**src/rtl/id_ex_hazard_stage.sv**
```systemverilog
// ============================================================================
// id_ex_hazard_stage : ID/EX pipeline register with load-use stall and flush.
// Optional statistics counters enabled by defining HAZARD_STATS_EN.
// Revision: 1.0
// ============================================================================
`default_nettype none

module id_ex_hazard_stage #(
  parameter int DATA_W = 64,
  parameter int ADDR_W = 5
) (
  input  logic              clk,
  input  logic              arst,
  input  logic              enable,
  input  logic              flush,
  input  logic              id_valid,
  input  logic [ADDR_W-1:0] id_rs1,
  input  logic [ADDR_W-1:0] id_rs2,
  input  logic [ADDR_W-1:0] id_rd,
  input  logic              id_uses_rs2,
  input  logic [DATA_W-1:0] id_rdata1,
  input  logic [DATA_W-1:0] id_rdata2,
  input  logic [DATA_W-1:0] id_imm,
  input  logic [DATA_W-1:0] id_pc,
  input  logic [7:0]        id_ctrl,
  output logic              ex_valid,
  output logic [ADDR_W-1:0] ex_rs1,
  output logic [ADDR_W-1:0] ex_rs2,
  output logic [ADDR_W-1:0] ex_rd,
  output logic [DATA_W-1:0] ex_rdata1,
  output logic [DATA_W-1:0] ex_rdata2,
  output logic [DATA_W-1:0] ex_imm,
  output logic [DATA_W-1:0] ex_pc,
  output logic [7:0]        ex_ctrl,
  output logic              pc_write_en,
  output logic              if_id_write_en,
  output logic [31:0]       bubble_cnt,
  output logic [31:0]       flush_cnt
);

  localparam int C_MEM_READ_BIT = 6;

  logic w_rs1_match;
  logic w_rs2_match;
  logic w_hazard;
  logic w_stall;

  assign w_rs1_match = (ex_rd == id_rs1);
  assign w_rs2_match = id_uses_rs2 && (ex_rd == id_rs2);
  assign w_hazard    = ex_valid && ex_ctrl[C_MEM_READ_BIT] && (ex_rd != '0) &&
                       id_valid && (w_rs1_match || w_rs2_match);
  // A flush kills the dependent instruction anyway, so it never needs to stall.
  assign w_stall        = w_hazard && !flush;
  assign pc_write_en    = !w_stall;
  assign if_id_write_en = !w_stall;

  always_ff @(posedge clk or posedge arst) begin
    if (arst) begin
      ex_valid  <= 1'b0;
      ex_rs1    <= '0;
      ex_rs2    <= '0;
      ex_rd     <= '0;
      ex_rdata1 <= '0;
      ex_rdata2 <= '0;
      ex_imm    <= '0;
      ex_pc     <= '0;
      ex_ctrl   <= '0;
    end else if (enable) begin
      if (flush || w_hazard) begin
        ex_valid  <= 1'b0;
        ex_rs1    <= '0;
        ex_rs2    <= '0;
        ex_rd     <= '0;
        ex_rdata1 <= '0;
        ex_rdata2 <= '0;
        ex_imm    <= '0;
        ex_pc     <= '0;
        ex_ctrl   <= '0;
      end else begin
        ex_valid  <= id_valid;
        ex_rs1    <= id_rs1;
        ex_rs2    <= id_rs2;
        // An empty slot must never look like a producer to the forwarding unit.
        ex_rd     <= id_valid ? id_rd : '0;
        ex_rdata1 <= id_rdata1;
        ex_rdata2 <= id_rdata2;
        ex_imm    <= id_imm;
        ex_pc     <= id_pc;
        ex_ctrl   <= id_valid ? id_ctrl : 8'h00;
      end
    end
  end

`ifdef HAZARD_STATS_EN
  logic [31:0] r_bubble_cnt;
  logic [31:0] r_flush_cnt;

  always_ff @(posedge clk or posedge arst) begin
    if (arst) begin
      r_bubble_cnt <= '0;
      r_flush_cnt  <= '0;
    end else if (enable) begin
      if (w_stall && (r_bubble_cnt != 32'hFFFF_FFFF)) begin
        r_bubble_cnt <= r_bubble_cnt + 32'd1;
      end
      if (flush && (r_flush_cnt != 32'hFFFF_FFFF)) begin
        r_flush_cnt <= r_flush_cnt + 32'd1;
      end
    end
  end

  assign bubble_cnt = r_bubble_cnt;
  assign flush_cnt  = r_flush_cnt;
`else
  assign bubble_cnt = 32'd0;
  assign flush_cnt  = 32'd0;
`endif

endmodule

`default_nettype wire

```
**config.mk**
```make
export PLATFORM = sky130hd
export DESIGN_NAME = id_ex_hazard_stage
export DESIGN_NICKNAME = d
export VERILOG_FILES = /design/src/rtl/id_ex_hazard_stage.sv
export SDC_FILE = /design/constraint.sdc
export NUM_CORES = 1
export LEC_CHECK = 0
export CAP_MARGIN = 20
export CORE_AREA = 2 2 243 245
export CTS_CLUSTER_SIZE = 16
export DETAILED_ROUTE_END_ITERATION = 8
export DIE_AREA = 0 0 245 247
export PLACE_DENSITY_LB_ADDON = 0.12
export SYNTH_ARGS = -nofsm -noshare
export SYNTH_HDL_FRONTEND = slang
export SYNTH_SLANG_ARGS = --single-unit
```
**constraint.sdc**
```tcl
create_clock -name clk -period 14.2 [get_ports clk]
set_input_delay 2.13 -clock clk [delete_from_list [all_inputs] [get_ports clk]]
set_output_delay 2.13 -clock clk [all_outputs]
set_load 0.01 [all_outputs]
```
# Yosys cells after proc, flatten, opt, wreduce, memory -nomap -nowiden
# Cells that the tools add are included.
dict set report word_totals {
  ff_bits 280
  latchBits 0
  mem_bits_rw 0
  rom_bits 0
  input_bits 285
  out_inout_bits 346
  wordCells 33
  memories 0
}
dict set report classes {
  add_sub_neg 0
  n_mul 0
  div_mod_pow 0
  order_cmp 0
  eq_ne 2
  n_shift 0
  mux 11
  bitwise_logic 0
  reduce_logical 11
}
# cell n
set op_table {}
lappend op_table {{64-bit 2-to-1 mux} 4}
lappend op_table {{5-bit 2-to-1 mux} 4}
lappend op_table {{8-bit 2-to-1 mux} 2}
lappend op_table {{5-bit == test} 2}
lappend op_table {{1-bit logical AND} 6}
lappend op_table {{5-bit nonzero test} 1}
lappend op_table {{1-bit zero test} 2}
lappend op_table {{1-bit logical OR} 2}
lappend op_table {{1-bit 2-to-1 mux} 1}

# Longest topological paths before layout
dict set report logic_depth {
  word_depth 6
  mapped_depth 8
}

# Worst setup path after synthesis
# OpenSTA, ideal clock, no wires.
dict set report synth_timing {
  path_type {input-to-output}
  from {in id_rs1[4]}
  to {out pc_write_en}
  arrival_ns 3.416
  required_time_ns 12.070
  slack_ns 8.654
  stages 7
  path_buffers 3
  path_cell_list {xnor2_1 -> nand3_1 -> o22ai_2 -> clkbuf_1 -> buf_2 -> nand2_1 -> buf_4}
}
dict set report synth_between {
  elab_chain_len 5
}
# item line
set synth_rtl {}
lappend synth_rtl {{start: declaration} 17} ;# input logic [ADDR_W-1:0] id_rs1,
lappend synth_rtl {{5-bit == test} 48} ;# assign w_rs1_match = (ex_rd == id_rs1);
lappend synth_rtl {{1-bit logical OR} 51} ;# id_valid && (w_rs1_match || w_rs2_match);
lappend synth_rtl {{1-bit logical AND} 51}
lappend synth_rtl {{1-bit logical AND} 53} ;# assign w_stall = w_hazard && !flush;
lappend synth_rtl {{1-bit zero test} -}
lappend synth_rtl {{end: declaration} 35} ;# output logic pc_write_en,
# No other way between the ends.

# Final worst setup path
dict set report layout_timing {
  from {in id_rs2[3]}
  to {out if_id_write_en}
}
dict set report layout_between {
  elab_chain_len 6
}
# item line
set layout_rtl {}
lappend layout_rtl {{start: declaration} 18} ;# input logic [ADDR_W-1:0] id_rs2,
lappend layout_rtl {{5-bit == test} 49} ;# assign w_rs2_match = id_uses_rs2 && (ex_rd == id_rs2);
lappend layout_rtl {{1-bit logical AND} 49}
lappend layout_rtl {{1-bit logical OR} 51}
lappend layout_rtl {{1-bit logical AND} 51}
lappend layout_rtl {{1-bit logical AND} 53}
lappend layout_rtl {{1-bit zero test} 55} ;# assign if_id_write_en = !w_stall;
lappend layout_rtl {{end: declaration} 36} ;# output logic if_id_write_en,
# No other way between the ends.

==> flow_metrics.env <==
export IMPL_synth_warnings=0
export IMPL_max_stage_delay_ns=0.79
export IMPL_crit_type="in -> out"
export IMPL_slew_headroom=0.125
export IMPL_fin_hold_ws_ns=0.486
export IMPL_syn_to_final_growth_pct=52.0
export IMPL_status="finished clean"
export IMPL_met1_usage=0.220
export IMPL_setup_slack_ns=6.78
export IMPL_cap_violations=0
export IMPL_vias_per_cell=4.91
export IMPL_place_detailed_hpwl_um=36000
export IMPL_core_sq_mm=0.0582
export IMPL_drc=0
export IMPL_drt_iter0_drc=1025
export IMPL_io_pins=631
export IMPL_crit_path_max_fanout=86
export IMPL_cts_tree="yes"
export IMPL_fp_dieArea_sq_mm=0.0605
export IMPL_synth_mux_area_frac=0
export IMPL_synth_xor_area_frac=0.00650
export IMPL_critPathLaunch="id_rs2[3]"
export IMPL_worstSetupEndpointType="primary output"
export IMPL_routabilityCongestion=0.749
export IMPL_placed_cells=2592
export IMPL_crit_required_ns=12.07
export IMPL_cts_buffers=37
export IMPL_synthCells=1400
export IMPL_met3_usage=0.0600
export IMPL_period_share=0.522
export IMPL_worst_ir_drop_vdd_mv=0.0821
export IMPL_routed_wl_um=56200
export IMPL_yosys_area_share_adder=0
export IMPL_finalWorstPathRequiredPeriod_ns=7.42
export IMPL_rrSetupSlack_ns=10.25
export IMPL_h_tree_depth=2
export IMPL_min_path_type="reg -> reg"
export IMPL_path_common_cell="clkdlybuf4s50_1"
export IMPL_clk_latency_ns=0.55
export IMPL_clkSinkCount=280
export IMPL_grt_pass1_wl_um=82500
export IMPL_setup_worst_path_start_class="input port"
export IMPL_grt_start_max_net_pins=247
export IMPL_ctsRootBufferMaster="clkbuf_16"
export IMPL_start_util=0.231
export IMPL_power_mw=2.43
export IMPL_cts_resized=0
export IMPL_dpl_worst_slack_ns=6.73
export IMPL_finalInstanceArea_sq_mm=0.0205
export IMPL_synth_cell_type_count=25
export IMPL_clock_path_buffers=3
export IMPL_synth_compound_area_share=0.289
export IMPL_vias=13049
export IMPL_dieHeight_um=247
export IMPL_yosysSeqAreaShare=0.520
export IMPL_grt_use_total=0.176
export IMPL_syn_area_sq_mm=0.0135
export IMPL_r2r_start="ex_rd[3]"
export IMPL_r2r_cells=6
export IMPL_critPathSlowestCell="buf_4"
export IMPL_firstDrtPassIters=5
export IMPL_cp_endpoint="if_id_write_en"
export IMPL_setup_tns_ns=0
export IMPL_slew_violations=0
export IMPL_die_x_um=245
export IMPL_utilization=0.351
export IMPL_grt_overflow=0
export IMPL_worst_pin_slew_ns=1.31
export IMPL_antenna_found_initial=11
export IMPL_wl_per_cell_um=21.1
export IMPL_stdcell_count=2659
export IMPL_path_cells="clkdlybuf4s50_1 -> xnor2_1 -> nand4_1 -> o22ai_4 -> buf_4 -> nand2_1 -> clkdlybuf4s50_1"
export IMPL_postCtsSetupRepairBufs=0
export IMPL_pwr_density_cell_mw_per_mm2=119
export IMPL_rsz0062_at_grt="false"
export IMPL_grt_busiest_layer="met2"
export IMPL_dpl_instance_area_sq_mm=0.0193
export IMPL_grtUsageMet2=0.284
export IMPL_row_count=89
export IMPL_synth_simple_gate_area_frac=0.0962
export IMPL_syn_area_per_cell_sq_um=9.62
export IMPL_clk_pin_slew_ns=0.05
export IMPL_layout_drive_gt1_share=0.0410
export IMPL_cp_arrival_ns=5.29
export IMPL_grt_pass1_vias=12531
export IMPL_ant_nets=0
export IMPL_numPortBuffers=566
export IMPL_ys_ff_latch=280
export IMPL_r2r_end="ex_rdata1[38]"
export IMPL_skew_ns=0.0142
export IMPL_max_freq_mhz=135
export IMPL_p_leak_nw=7.75
export IMPL_synth_top_family_by_area="compound AO/OA/AOI/OAI gates"
export IMPL_finalHoldViolCount=0
export IMPL_fin_nets=2143
export IMPL_setup_viol=0
export IMPL_cts_hold_buf=0
## synth_stat cells
master	instances	area share
dfrtp_1	280	0.52
nand4_1	1	0.00046
o31ai_1	1	0.00056
conb_1	1	0.00028
buf_1	3	0.00084
or2_2	10	0.0046
o22ai_2	1	0.00093
or4_1	1	0.00056
clkbuf_1	119	0.033
a32oi_1	256	0.17
buf_6	8	0.0067
and3_1	1	0.00046
nor3b_1	13	0.0072
nor2_1	13	0.0036
inv_1	2	0.00056
o21ai_1	76	0.028
a22oi_1	24	0.013
nand3_1	1	0.00037
buf_4	67	0.037
xnor2_1	10	0.0065
o21ai_0	191	0.071
clkbuf_2	1	0.00037
buf_2	24	0.0089
nand2_1	283	0.079
o221ai_1	13	0.0085
## registers in the layout (all words and copies together) (netlist names)
| register | cells |
|---|---|
| ex_rd | 5 |
| ex_valid | 1 |
| ex_rs2 | 5 |
| ex_pc | 64 |
| ex_ctrl | 8 |
| ex_rs1 | 5 |
| ex_imm | 64 |
| ex_rdata2 | 64 |
| ex_rdata1 | 64 |
## worst max-delay path, delay by kind of cell
kind / cells / cell delay (ns)
buf+inv: 3 / 1.77
simple gates: 2 / 0.83
compound gates: 1 / 0.30
xor+xnor: 1 / 0.21
## kinds of logic after synthesis
family / count (synthesis)
compound gates: 562
xor+xnor: 10
buf+inv: 224
flops: 280
other cells: 1
simple gates: 323
## power by group
part	total, mW	internal, mW	leakage (nW)	switching [mW]
clock	0.898	0.530	0.553	0.368
sequential	0.955	0.897	3.46	0.0582
combinational	0.582	0.301	3.74	0.281
## layer usage
layer / vias to the layer above / part of all wire / wire length, um
met5: - / 0.0014 / 81
met4: 12 / 0.023 / 1310
met3: 82 / 0.085 / 4790
met2: 513 / 0.49 / 27300
met1: 6384 / 0.40 / 22700
li1: 6058 / - / -
## area by class of cell
| cell class | count | area, sq um |
|---|---|---|
| Sequential cell | 280 | 7010 |
| Tap cell | 773 | 967 |
| Clock inverter | 4 | 23.8 |
| Antenna cell | 7 | 17.5 |
| Clock buffer | 56 | 1100 |
| Inverter | 2 | 22.5 |
| Timing Repair Buffer | 578 | 5790 |
| Multi-Input combinational cell | 959 | 5540 |
| Fill cell | 5891 | 37800 |
## cell usage in the layout (no fill, tap or decap), drive strengths merged
cell type | netlist | routed
or4 | 1 | 1
nand2 | 283 | 283
nand3 | 1 | 1
a22oi | 24 | 24
xnor2 | 10 | 10
dfrtp | 280 | 280
a32oi | 256 | 256
and3 | 1 | 1
buf | 102 | 13
or2 | 10 | 10
clkbuf | 120 | 56
nand4 | 1 | 1
diode | 0 | 7
o221ai | 13 | 13
nor2 | 13 | 13
o31ai | 1 | 1
inv | 2 | 3
clkdlybuf4s50 | 0 | 565
o22ai | 1 | 1
clkinv | 0 | 3
o21ai | 267 | 267
nor3b | 13 | 13
conb | 1 | 64
## worst min-delay path by stage
stage                from    endpoint  depth (start not counted)  slack (ns)
2_1_floorplan   ex_imm[0]   ex_imm[0]                          2        0.52
3_3_place_gp    ex_pc[17]   ex_pc[17]                          2        0.47
3_5_place_dp   ex_imm[17]  ex_imm[17]                          2        0.48
4_1_cts        ex_imm[17]  ex_imm[17]                          2        0.49
5_1_grt         ex_pc[17]   ex_pc[17]                          2        0.51
6_report        ex_pc[45]   ex_pc[45]                          2        0.49
Note: power is estimated with default switching activity, not from simulation.
